`src/rtl/sum_serial_tx.sv`:
```
// Adds two operands on a start request and shifts the {carry, sum} result out
// MSB-first over a chip-select / serial-clock / data link.
module sum_serial_tx #(
  parameter int unsigned WIDTH  = 8,
  parameter int unsigned CLKDIV = 4
) (
  input  logic             clk,
  input  logic             rst,
  input  logic [WIDTH-1:0] a_i,
  input  logic [WIDTH-1:0] b_i,
  input  logic             start_i,
  output logic             busy_o,
  output logic             done_o,
  output logic [WIDTH:0]   result_o,
  output logic             cs_o,
  output logic             sclk_o,
  output logic             sdata_o
);

  localparam int unsigned          BIT_W    = $clog2(WIDTH + 1);
  localparam logic [7:0]           DIV_LAST = 8'(CLKDIV - 1);
  localparam logic [BIT_W-1:0]     BIT_LAST = BIT_W'(WIDTH);
  localparam logic [BIT_W-1:0]     BIT_ONE  = BIT_W'(1);

  typedef enum logic [1:0] {
    IDLE,
    SHIFT,
    HOLD,
    DONE
  } state_t;

  state_t           state_q, state_d;
  logic [7:0]       div_q, div_d;
  logic [BIT_W-1:0] bit_q, bit_d;
  logic [WIDTH:0]   shreg_q, shreg_d;
  logic [WIDTH:0]   result_q, result_d;
  logic             busy_q, busy_d;
  logic             done_q, done_d;
  logic             cs_q, cs_d;
  logic             sclk_q, sclk_d;
  logic             sdata_q, sdata_d;
  logic [WIDTH:0]   sum;

  // Zero-extend before adding so the carry lands in the top bit.
  assign sum = {1'b0, a_i} + {1'b0, b_i};

  // NOTE: every variable gets a default at the top of the block so no path
  // leaves one unassigned, which would otherwise infer a latch.
  always_comb begin
    state_d  = state_q;
    div_d    = div_q;
    bit_d    = bit_q;
    shreg_d  = shreg_q;
    result_d = result_q;
    busy_d   = busy_q;
    done_d   = 1'b0;
    cs_d     = cs_q;
    sclk_d   = sclk_q;
    sdata_d  = sdata_q;

    case (state_q)
      IDLE, DONE: begin
        state_d = IDLE;
        busy_d  = 1'b0;
        cs_d    = 1'b1;
        sclk_d  = 1'b0;
        sdata_d = 1'b0;
        div_d   = '0;
        bit_d   = '0;
        if (start_i) begin
          state_d  = SHIFT;
          result_d = sum;
          sdata_d  = sum[WIDTH];
          shreg_d  = sum << 1;
          cs_d     = 1'b0;
          busy_d   = 1'b1;
        end
      end

      SHIFT: begin
        if (div_q == DIV_LAST) begin
          div_d = '0;
          if (!sclk_q) begin
            sclk_d = 1'b1;
          end else if (bit_q == BIT_LAST) begin
            // Last bit's high phase is over: drop into the chip-select hold.
            state_d = HOLD;
            sclk_d  = 1'b0;
            sdata_d = 1'b0;
          end else begin
            bit_d   = bit_q + BIT_ONE;
            sclk_d  = 1'b0;
            sdata_d = shreg_q[WIDTH];
            shreg_d = shreg_q << 1;
          end
        end else begin
          div_d = div_q + 8'd1;
        end
      end

      HOLD: begin
        state_d = DONE;
        done_d  = 1'b1;
        busy_d  = 1'b0;
        cs_d    = 1'b1;
        div_d   = '0;
        bit_d   = '0;
      end

      default: state_d = IDLE;
    endcase
  end

  // NOTE: sequential state is written with non-blocking assignments so every
  // register samples the pre-edge values regardless of statement order.
  always_ff @(posedge clk or posedge rst) begin
    if (rst) begin
      state_q  <= IDLE;
      div_q    <= '0;
      bit_q    <= '0;
      shreg_q  <= '0;
      result_q <= '0;
      busy_q   <= 1'b0;
      done_q   <= 1'b0;
      cs_q     <= 1'b1;
      sclk_q   <= 1'b0;
      sdata_q  <= 1'b0;
    end else begin
      state_q  <= state_d;
      div_q    <= div_d;
      bit_q    <= bit_d;
      shreg_q  <= shreg_d;
      result_q <= result_d;
      busy_q   <= busy_d;
      done_q   <= done_d;
      cs_q     <= cs_d;
      sclk_q   <= sclk_d;
      sdata_q  <= sdata_d;
    end
  end

  assign busy_o   = busy_q;
  assign done_o   = done_q;
  assign result_o = result_q;
  assign cs_o     = cs_q;
  assign sclk_o   = sclk_q;
  assign sdata_o  = sdata_q;

endmodule

```
`config.mk`:
```
export PLATFORM = sky130hd
export DESIGN_NAME = sum_serial_tx
export DESIGN_NICKNAME = d
export VERILOG_FILES = /design/src/rtl/sum_serial_tx.sv
export SDC_FILE = /design/constraint.sdc
export NUM_CORES = 1
export LEC_CHECK = 0
export ABC_AREA = 0
export CAP_MARGIN = 10
export CORE_ASPECT_RATIO = 1.75
export CORE_MARGIN = 2
export CORE_UTILIZATION = 30
export CTS_CLUSTER_DIAMETER = 60
export CTS_CLUSTER_SIZE = 10
export DETAILED_ROUTE_END_ITERATION = 16
export GPL_ROUTABILITY_DRIVEN = 1
export PLACE_DENSITY = 0.6
export SKIP_CTS_REPAIR_TIMING = 1
export SYNTH_ARGS = -nofsm -noshare
export SYNTH_HDL_FRONTEND = slang
export SYNTH_SLANG_ARGS = --single-unit
export TNS_END_PERCENT = 50
```
`constraint.sdc`:
```
create_clock -name clk -period 5.1 [get_ports clk]
set_input_delay 0.765 -clock clk [delete_from_list [all_inputs] [get_ports clk]]
set_output_delay 0.765 -clock clk [all_outputs]
set_load 0.01 [all_outputs]
```
==> results.md <==
* Skew final at 0.00534 ns
* First-pass GRT wire length at around 7.1 mm
* Die ar. at 7430 sq um
* Reg2Reg Setup Slack at 2.38 ns
* Vias/cell at between 4 and 5
* Gr busiest metal: met2
* Cell Chain, Critical Path: clkdlybuf4s50_1 > nand2_1 > a21boi_0 > a21oi_2 > mux2i_1 > o31ai_1
* Antenna violations before repair at 0
* WL/cell at 12.9 um
* Startpoint class of the critical path: input port
* RSZ-0062 raised after global routing: false
* Max-slew violations at 0
* Share of synthesized flip-flops with an asynchronous set or reset at 100%
* Distinct cells, synth at 52
* PD cells at 268 nW/um^2
* Met3 Use GR at under 10%
* Worst-Skew Late Latency at 0.28 ns
* CP Capture Type: register
* Endpoints failing setup at 0
* Clock net sink count at 36
* Worst-Margin Slew at 0.932 ns
* Vias at 1506
* Worst reg2reg path endpoint: shreg_q[7]
* Post-synth EDFFs at 0
* Syn_nets at 229
* Synth top area cells: dfrtp_1 (43%), ha_1 (8.7%), xor2_1 (3.9%), nand3_1 (3.0%), nand2_1 (2.8%)
* Peak supply drop at between 0.00015 and 0.0002 V
* M2 GR Usage at 23.0%
* Root Driver: clkbuf_16
* Initial Util at a little under a third
* GP Congestion at 0.811
* CP Max Fanout at 18
* Drt first pass iters at 4
* CTS Buffer Depth at 2
* DRC violations left at 0
* Initial drt markers at 39
* Buf/Inv on CP at 1
* CTS clk-pin slew, worst paths at about 0.05 ns
* FF+latch count, synth at 36
* Worst min-delay path category: reg -> reg
* Htree depth at 2
* CTS tree: done
* Met1 Track Usage GR at 13.1%
* WHS Endpoint: cs_o
* Yosys top cell area share at a little over two fifths
* Leak at 1.19 nW
* Ys flop type: dfrtp_1
* Port-buffer cells at 32
* Slowest-stage cell, CP: a21oi_2
* Required time of the critical path at 5.22 ns
* Pin count of the biggest net entering global routing at 37
* Outcome: completed
* Register area share after synthesis at 44.7%
* Tot GR Track Use at 12.4%
* Core area at around 6500 sq um
* Hold path cells at 2
* Hold WS at about 0.47 ns
* Final ANT Viol Nets at 0
* Worst reg-to-reg path cell count at 6
* Final hold vios at 0
* Post-synthesis average cell area at 10.4 sq um
* Ys Warns at 0
* DP Wirelength at about 3.1 mm
* Minimum clock period at roughly 2.8 ns
* Die Width at 66.0 um
* Fin crit share at approximately 55%
* Fillers at 680
* Max Fclk at 0.359 GHz
* Inserted Clock Buffers at 5
* HP Start: cs_o
* Congestion Overflow GR at 0
* Row Count at 39
* Area Overhead vs Synth at 28.3%
* I/O Pins at 33
* Die span in y at 113 um
* Detailed Route WL at 4.04 mm
* Max incr delay on CP at 0.58 ns
* Post-Synthesis Cells at 195
* Share of layout cells above drive strength 1 at ~9.1%
* Setup TNS at 0 ns
* Reg2reg start: state_q[1]
* Crit-path leading delay family: compound AO/OA/AOI/OAI gates
* Relative slew slack at 37.9%
* Worst Path Arrival at 2.91 ns
* Max-cap violations at 0
* # nets final at between 200 and 300
* Vias in the first global route at roughly 1500
* N_diodes at 0
* Area leader, netlist: dfrtp_1
* Kind of critical path: in -> reg
* Synthesized area at 2020 sq um
state kept, by name (all words and copies together), names as in the netlist:
register and flops:
result_o 9, bit_q 4, cs_o 1, done_o 1, shreg_q 8, sclk_o 1, div_q 8, sdata_o 1
busy_o 1, state_q 2
final cells by class:
cell class                      count  area [sq um]  share of cell area, %
Clock inverter                      3          42.5                   1.64
Timing Repair Buffer               33           328                   12.7
Tap cell                           82           103                   3.96
Sequential cell                    36           902                   34.8
Inverter                           10          37.5                   1.45
Multi-Input combinational cell    144          1050                   40.6
Clock buffer                        5           125                   4.83
how the worst max path moves through the flow:
stage	start	to	slack, ns	cells past startpoint
6_report	start_i	shreg_q[7]	2.31	6
4_1_cts	start_i	shreg_q[7]	2.33	6
2_1_floorplan	a_i[0]	shreg_q[7]	2.81	7
3_3_place_gp	start_i	shreg_q[7]	2.09	6
3_5_place_dp	start_i	shreg_q[7]	2.05	6
5_1_grt	state_q[1]	shreg_q[7]	2.07	6
cell usage after synthesis (all sizes together), types with 4 or more instances:
master	n
mux2	4
xnor2	6
mux2i	4
dfrtp	35
a21oi	8
nand2	15
nand3	12
xor2	9
inv	10
ha	14
and2	4
nor2	16
o21ai	9
nor2b	4
stage by stage:
stage	cell area, sq um	instances	utilization (%)	total power [mW]	setup slack (ns)
4_1_cts	2590	313	39.6	0.704	2.33
2_1_floorplan	2020	195	-	0.329	2.81
5_1_grt	2590	313	39.6	0.719	2.07
3_5_place_dp	2420	305	37.0	0.357	2.05
6_report	2590	313	39.6	0.693	2.31
3_3_place_gp	2420	305	37.0	0.356	2.09
per-layer routing:
| metal | share of wire (%) | vias up |
|---|---|---|
| met5 | 0 | - |
| met4 | 2.5 | 0 |
| met3 | 2.1 | 6 |
| met2 | 56 | 23 |
| met1 | 39 | 719 |
| li1 | - | 758 |
worst reg2reg max path, cell delays in order (launching register included):
cell      delay, ns
dfrtp_1        0.40
inv_1          0.08
ha_1           0.76
a21boi_0       0.39
a21oi_2        0.58
mux2i_1        0.26
o31ai_1        0.09
cell families after synthesis:
| logic type | count (synthesis) | synth area share, % |
|---|---|---|
| xor gates and xnor gates | 15 | 6.51 |
| and+or+nand+nor | 67 | 18.5 |
| DFF | 36 | 44.7 |
| buffers and inverters | 15 | 3.22 |
| adders and majority gates | 15 | 9.67 |
| muxes | 8 | 4.21 |
| AOI/OAI and AO/OA | 39 | 13.3 |
report_power, final:
group | switching (mW) | total [mW] | internal (mW)
sequential | 0.000466 | 0.287 | 0.287
clock | 0.114 | 0.343 | 0.229
combinational | 0.0311 | 0.0623 | 0.0312
total | 0.146 | 0.693 | 0.547
placed cells by master (no fill, tap or decap), types with 2 or more instances in the layout:
| cell type | instances |
|---|---|
| dfrtp_1 | 35 |
| clkdlybuf4s50_1 | 32 |
| nand2_1 | 15 |
| nor2_1 | 15 |
| ha_1 | 14 |
| nand3_1 | 12 |
| inv_1 | 10 |
| xor2_1 | 9 |
| o21ai_0 | 8 |
| a21oi_1 | 7 |
| xnor2_1 | 6 |
| clkbuf_16 | 5 |
| and2_1 | 4 |
| mux2i_1 | 4 |
| nor2b_1 | 4 |
| mux2_2 | 3 |
| and3_1 | 3 |
| a21o_1 | 2 |
| o21a_1 | 2 |
| nand3b_1 | 2 |
| a21boi_1 | 2 |
| a211oi_1 | 2 |
| a31oi_1 | 2 |
| o211ai_1 | 2 |
| o31ai_1 | 2 |
No activity file was read; power rests on OpenSTA's default activity.
